## src/rtl/rf_writeback_arbiter.sv

```systemverilog
// Register-file write-port master: merges ALU results and load returns into one
// registered write per cycle, buffers colliding loads in order, tracks load-pending registers.
module rf_writeback_arbiter #(
  parameter int ADDR_WIDTH = 5,
  parameter int DATA_WIDTH = 32,
  parameter int DEPTH      = 4
) (
  input  logic                     clk,
  input  logic                     rst_n,
  input  logic                     alu_valid,
  input  logic [ADDR_WIDTH-1:0]    alu_rd,
  input  logic [DATA_WIDTH-1:0]    alu_data,
  input  logic                     ld_valid,
  output logic                     ld_ready,
  input  logic [ADDR_WIDTH-1:0]    ld_rd,
  input  logic [DATA_WIDTH-1:0]    ld_data,
  input  logic                     iss_valid,
  input  logic [ADDR_WIDTH-1:0]    iss_rd,
  input  logic [ADDR_WIDTH-1:0]    q_rs1,
  input  logic [ADDR_WIDTH-1:0]    q_rs2,
  input  logic [ADDR_WIDTH-1:0]    q_rd,
  output logic                     hazard,
  output logic [ADDR_WIDTH-1:0]    A3,
  output logic                     WE3,
  output logic [DATA_WIDTH-1:0]    WD3,
  output logic [2**ADDR_WIDTH-1:0] pending
);

  localparam int NREG  = 2 ** ADDR_WIDTH;
  localparam int PTR_W = (DEPTH > 1) ? $clog2(DEPTH) : 1;
  localparam int CNT_W = PTR_W + 1;
  localparam logic [CNT_W-1:0] FULL_CNT = CNT_W'(DEPTH);

  localparam logic [1:0] SRC_NONE = 2'd0;
  localparam logic [1:0] SRC_ALU  = 2'd1;
  localparam logic [1:0] SRC_FIFO = 2'd2;
  localparam logic [1:0] SRC_BYP  = 2'd3;

  // Load handshake: a load transfers on any cycle where ld_valid && ld_ready.
  // ld_ready depends on stored occupancy only, never on this cycle's pop.
  logic [ADDR_WIDTH-1:0] fifo_rd   [DEPTH];
  logic [DATA_WIDTH-1:0] fifo_data [DEPTH];
  logic [PTR_W-1:0]      wr_ptr;
  logic [PTR_W-1:0]      rd_ptr;
  logic [CNT_W-1:0]      count;

  logic                  fifo_empty;
  logic                  fifo_full;
  logic                  ld_acc;
  logic [1:0]            src_sel;
  logic                  push;
  logic                  pop;
  logic                  wr_any;
  logic [ADDR_WIDTH-1:0] wr_rd;
  logic [DATA_WIDTH-1:0] wr_data;
  logic                  wr_from_ld;
  logic [NREG-1:0]       set_mask;
  logic [NREG-1:0]       clr_mask;

  assign fifo_empty = (count == '0);
  assign fifo_full  = (count == FULL_CNT);
  assign ld_ready   = !fifo_full;
  assign ld_acc     = ld_valid && ld_ready;

  always_comb begin
    src_sel = SRC_NONE;
    if (alu_valid)        src_sel = SRC_ALU;
    else if (!fifo_empty) src_sel = SRC_FIFO;
    else if (ld_acc)      src_sel = SRC_BYP;
  end

  assign pop  = (src_sel == SRC_FIFO);
  assign push = ld_acc && (src_sel != SRC_BYP);

  always_comb begin
    wr_any     = 1'b0;
    wr_rd      = '0;
    wr_data    = '0;
    wr_from_ld = 1'b0;
    case (src_sel)
      SRC_ALU: begin
        wr_any  = 1'b1;
        wr_rd   = alu_rd;
        wr_data = alu_data;
      end
      SRC_FIFO: begin
        wr_any     = 1'b1;
        wr_rd      = fifo_rd[rd_ptr];
        wr_data    = fifo_data[rd_ptr];
        wr_from_ld = 1'b1;
      end
      SRC_BYP: begin
        wr_any     = 1'b1;
        wr_rd      = ld_rd;
        wr_data    = ld_data;
        wr_from_ld = 1'b1;
      end
      default: begin
        wr_any = 1'b0;
      end
    endcase
  end

  // Writes to r0 consume the slot but never enable the port or touch the scoreboard.
  always_comb begin
    set_mask = '0;
    clr_mask = '0;
    if (iss_valid && (iss_rd != '0))
      set_mask = NREG'(1) << iss_rd;
    if (wr_any && wr_from_ld && (wr_rd != '0))
      clr_mask = NREG'(1) << wr_rd;
  end

  always_ff @(posedge clk) begin
    if (push) begin
      fifo_rd[wr_ptr]   <= ld_rd;
      fifo_data[wr_ptr] <= ld_data;
    end
  end

  always_ff @(posedge clk or negedge rst_n) begin
    if (!rst_n) begin
      wr_ptr <= '0;
      rd_ptr <= '0;
      count  <= '0;
    end else begin
      if (push) wr_ptr <= wr_ptr + 1'b1;
      if (pop)  rd_ptr <= rd_ptr + 1'b1;
      if (push && !pop)      count <= count + 1'b1;
      else if (pop && !push) count <= count - 1'b1;
    end
  end

  always_ff @(posedge clk or negedge rst_n) begin
    if (!rst_n) begin
      A3  <= '0;
      WD3 <= '0;
      WE3 <= 1'b0;
    end else begin
      WE3 <= wr_any && (wr_rd != '0);
      if (wr_any) begin
        A3  <= wr_rd;
        WD3 <= wr_data;
      end
    end
  end

  // Set wins over a same-edge clear of the same register.
  always_ff @(posedge clk or negedge rst_n) begin
    if (!rst_n) pending <= '0;
    else        pending <= (pending & ~clr_mask) | set_mask;
  end

  assign hazard = pending[q_rs1] | pending[q_rs2] | pending[q_rd];

endmodule

```

## config.mk

```make
export PLATFORM = sky130hd
export DESIGN_NAME = rf_writeback_arbiter
export DESIGN_NICKNAME = d
export VERILOG_FILES = /design/src/rtl/rf_writeback_arbiter.sv
export SDC_FILE = /design/constraint.sdc
export NUM_CORES = 1
export LEC_CHECK = 0
export BUFFER_PORTS_ARGS = -buffer_cell sky130_fd_sc_hd__buf_4
export CORE_MARGIN = 5
export CORE_UTILIZATION = 57
export CTS_CLUSTER_SIZE = 12
export DETAILED_ROUTE_END_ITERATION = 12
export PLACE_DENSITY = 0.81
export REMOVE_ABC_BUFFERS = 1
export SLEW_MARGIN = 20
export SYNTH_ARGS = -nofsm -noshare
export SYNTH_HDL_FRONTEND = slang
export SYNTH_SLANG_ARGS = --single-unit
```

## constraint.sdc

```tcl
create_clock -name clk -period 2.9 [get_ports clk]
set_input_delay 0.29 -clock clk [delete_from_list [all_inputs] [get_ports clk]]
set_output_delay 0.29 -clock clk [all_outputs]
set_load 0.02 [all_outputs]
```

* After elaboration in Yosys (flattened, before gate mapping) *
Memories as Yosys holds them, arrays and structs flattened.
Index checks and enable logic that the tools add are counted.

operators by class
  shift-type cells = 2
  bitwise operators = 5
  reduce and logical (&&, ||, !) cells = 17
  magnitude comparators = 3
  equality and inequality tests = 5
  multiply operators = 0
  multiplexer cells = 19
  divide/modulo/power cells = 0
  $add $sub $neg = 4

operators with widths
  cell                                                        count
  one-hot mux 32 bit (3 select lines)                         1
  two-way mux 32 bit                                          2
  left shift 1 x 5 -> 32 bit, first input constant            2
  bitwise AND 32 bit                                          1
  inverter 32 bit                                             1
  bitwise OR 32 bit                                           1
  less-than comparator 5 x 6 -> 1 bit, second input constant  3
  binary-select mux 1 bit (select 5 bit)                      3
  one-hot mux 5 bit (3 select lines)                          1
  nonzero test 5 bit                                          2
  logical AND 1 bit                                           8
  two-way mux 1 bit                                           7
  two-way mux 2 bit                                           3
  two-way mux 3 bit                                           2
  adder 2 x 1 -> 2 bit, second input constant                 2
  equality test 2 bit, second input constant                  2
  adder 3 x 1 -> 3 bit, second input constant                 1
  equality test 3 bit, second input constant                  1
  zero test 1 bit                                             3
  zero test 3 bit                                             1
  OR reduction 3 bit                                          1
  subtractor 3 x 1 -> 3 bit, second input constant            1
  equality test 2 x 1 -> 1 bit, second input constant         1
  inequality test 2 bit, second input constant                1
  other kinds (3)                                             4

storage, ports and cells
  memory bits (writable) = 148
  memories kept = 2
  bits in latches = 0
  output and inout bits = 72
  word-level logic and storage cells = 64
  bits of input ports = 99
  memory bits (read-only) = 0
  register bits = 77

memories
  memory     depth  bits a word  read ports  clocked after Yosys merged registers in  write ports  line  text
  fifo_data  4      32           1           0                                        1            42    logic [DATA_WIDTH-1:0] fifo_data [DEPTH];
  fifo_rd    4      5            1           0                                        1            41    logic [ADDR_WIDTH-1:0] fifo_rd [DEPTH];

* Logic depth before layout (Yosys ltp) *
  word-level depth = 15
  gate-level depth with buffers = 11

* Worst setup path before layout *
Ideal clock, no wire load.

  kind = input to register
  start point = input alu_valid
  end point = memory fifo_data[0][0], enable pin
  slack = 0.130 ns
  stages on the path = 6
  arrival time = 2.372 ns
  path buffers = 3
  library setup time = 0.398 ns
  path through = clkbuf_1 > clkbuf_1 > nor2_1 > and3b_1 > clkbuf_1 > and2_1

between the ends
  longest elaborated chain between the ends = 5

RTL lines
  item                                     line  text
  start, declared                          10    input logic alu_valid,
  two-way mux 2 bit                        67    if (alu_valid) src_sel = SRC_ALU;
  inequality test 2 bit                    73    assign push = ld_acc && (src_sel != SRC_BYP);
  logical AND 1 bit                        73
  named net push                           51    logic push;
  two-way mux 1 bit                        115   if (push) begin
  two-way mux 1 bit (implied by the code)  117   fifo_data[wr_ptr] <= ld_data;
  end, declared                            42

The timed path passes the listed nets, and every way through them passes these cells.

* Worst setup path after layout *
  start point = register pending[7]
  end point = output hazard

between the ends
  longest elaborated chain between the ends = 4
  elaborated cells on any way between the ends = 8
  classes of those cells = mux (6); bitwise (2)

RTL lines
  item                                     line  text
  start, declared                          26    output logic [2**ADDR_WIDTH-1:0] pending
  start signal, assigned                   151   else pending <= (pending & ~clr_mask) | set_mask;
  binary-select mux 1 bit (select 5 bit)   154   assign hazard = pending[q_rs1] | pending[q_rs2] | pending[q_rd];
  two-way mux 1 bit (implied by the code)  154
  bitwise OR 1 bit                         154
  bitwise OR 1 bit (*)                     154
  end, declared                            22    output logic hazard,

Mark *: on every way between the ends. The rest lies on a longest branch, timed or not. The select of a mux whose other input is x is not followed.

==> impl_results.md <==
* Run status: finished, final reports clean
* YS warnings at 0
* Vias per inst at slightly above 6
* Ant diodes at 0
* Crit path capture type: output pin
* Least-Margin Pin Slew at 1.01 ns
* Max H-tree Level at 1
* Residual DRC at 0
* Final Max Tran Viols at 0
* Global-route wire length before repair at roughly 40000 microns
* Layout cells sized above 1 at 0.316
* Cell taking the most area after synthesis: edfxtp_1
* Setup violations, final at 0
* DR WL/cell at between 20 and 25 microns
* Area taken by multi-input logic gates at 0.00357 sq mm
* Remaining antenna violation count at 0
* Die X at between 100 and 150 microns
* Via Count at roughly 7000
* Full die area at 0.0208 sq mm
* Placed Area at roughly 0.012 sq mm
* Hold_ws at ~0.010 ns
* Synth Register Bits at ~230
* Cell Pwr Density at 872 mW/mm^2
* Final HPWL DP at approximately 17000 microns
* Dpl ws at 0.383 ns
* Drt total wl at about 26000 microns
* Critical path class: flop to output pin
* FFs w/ async S/R, synth at 0.342
* HP Class: input port to flop
* Vias in the first global route at ~7300
* GPL Wtd Cong at ~0.91
* Post-Syn Instances at 721
* Clock-pin slew on the worst setup and hold paths at 0.06 ns
* Yosys cell types at between 50 and 60
* Avg Inst Size Synth at ~14 sq um
* Fin area at about 0.013 sq mm
* Fin. Hold Viols at 0
* Initial DRT Pass Iterations at 5
* CP max FO at 6
* Arr. time, crit path at roughly 2.5 ns
* Share of the synthesized area in the top cell type at 0.433
* Total track usage at 0.253
* Fillers at between 1000 and 1500
* Count of flip-flops with a built-in enable after synthesis at around 150
* Reg area at between 0.006 and 0.007 sq mm
* Rel. slew slack at 0.326
* Placeable Area at roughly 0.018 sq mm
* Ports at 171
* Antenna violations before repair at 0
* Clk buf depth at 3
* Share of the yosys chip area belonging to registers at 0.620
* Gr ovfl total at 0
* Number of port buffers at 170
* RSZ-0062 raised after global routing: no
* DRT iter0 DRCs at about 860
* Max-cap violations at 0
* Commonest non-fill, non-tap cell in the layout: buf_4
* Leakage Power at 4.71 nW
* Rows at 49
* Primary FF master, synth: edfxtp_1
* Layout area overhead at 22.6%
* Hold buffers post-CTS at 17
* Req. time, crit path at roughly 2.6 ns
* Pin count of the biggest net entering global routing at about 80
* Clk_lat worst skew at roughly 0.50 ns
* Peak supply drop at roughly 0.66 mV
* Max Clk Rate at roughly 370 MHz
* Initial Utilization at 0.576
* Setup WS post-layout at 0.164 ns
* Die Span Y at about 140 microns
* PostCTS Resize Cnt at 0
* Fin crit period at 2.74 ns
* Most frequent cells in the layout: buf_4 (181), edfxtp_1 (148), dfrtp_1 (76)
* Cell area after synthesis at about 0.010 sq mm
* Clock skew at 0.0196 ns
* Clock sink count at 225
* Final Cycle Share at 0.943
* Startpoint Class: flop
* Final #Nets at roughly 1000
* CTS Buf Count at 23
* CTS tree: yes
* Synth area leaders: edfxtp_1 (43%), dfrtp_1 (19%), mux4_2 (13%), o21ai_0 (3.2%), nand3b_1 (2.5%)
* Post-CTS setup buffers at 0
* Setup_tns at 0 ns
* Clk root buf: clkbuf_16
## worst max-delay path, stage by stage, from the launching register on
cell and delay [ns]:
dfrtp_1 0.46, mux4_2 0.51, mux2i_1 0.14, mux2i_1 0.09, a2111oi_0 0.44, nand3_1 0.13
buf_4 0.17
## cell usage after synthesis (3+ instances only)
cell,number
dfrtp_1,77
a21oi_1,34
and3_1,5
mux4_2,59
inv_1,39
clkbuf_1,36
nor3_1,5
edfxtp_1,148
nand3b_1,34
nand2_1,51
mux2i_1,8
xor2_1,3
and2_1,11
buf_1,5
ha_1,5
o211ai_1,32
nand3_1,6
nor2_1,10
o21ai_0,65
mux2_2,5
nor2b_1,6
buf_2,6
o22ai_1,31
xnor2_1,3
## registers in the layout (all words and copies together), names as in the netlist, 2 cells and up
name       cells
pending       32
WD3           32
wr_ptr         2
rd_ptr         2
count          3
A3             5
fifo_rd       20
fifo_data    128
## power breakdown
group,switching [mW],internal [mW]
combinational,2.04,1.61
sequential,0.457,4.22
clock,1.13,1.52
## area by class of cell
cell class | instances | share of cell area
inverter | 39 | 0.0116
timing repair buffer | 201 | 0.124
clock inverter | 3 | 0.000994
sequential | 225 | 0.506
multi-input combinational | 409 | 0.283
tap | 229 | 0.0228
clock buffer | 37 | 0.0515
## through the flow
| step | power, mW | util | instances |
|---|---|---|---|
| 2_1_floorplan | 6.90 | - | 673 |
| 3_3_place_gp | 8.22 | 0.658 | 1084 |
| 3_5_place_dp | 8.33 | 0.658 | 1084 |
| 4_1_cts | 11.0 | 0.705 | 1141 |
| 5_1_grt | 11.5 | 0.706 | 1143 |
| 6_report | 11.0 | 0.706 | 1143 |
## final timing paths
check                      depth (start not counted)       start              end  slack, ns
setup / recovery                                   6  pending[7]           hazard       0.16
hold / removal                                     1  ld_data[4]  fifo_data[0][4]       0.01
setup reg to reg                                   7    count[0]         count[1]       0.38
hold reg to reg                                    0  pending[0]       pending[0]       0.47
max in group asynchronous                          2       rst_n        rd_ptr[0]       1.93
min in group asynchronous                          2       rst_n      pending[25]       0.42
## routing by layer
metal | share of wire | wire, microns | track usage
met2 | 0.50 | 13100 | 0.423
met4 | 0.028 | 739 | 0.0790
met5 | 0 | 0 | 0
met3 | 0.079 | 2060 | 0.0427
met1 | 0.39 | 10100 | 0.346
## cells by family (layout without fill, tap and decap cells)
group                    count (synthesis)  in the layout  share of synthesized area
AO/OA/AOI/OAI                          174            174                      0.101
XOR/XNOR                                 6              6                    0.00512
adder cells (fa/ha/maj)                  6              6                    0.00804
multiplexers                            73             73                      0.145
AND/OR/NAND/NOR                        150            150                     0.0867
buffers and inverters                   87            280                     0.0333
flip-flops                             225            225                      0.620
Note: power is estimated with default switching activity, not from simulation.
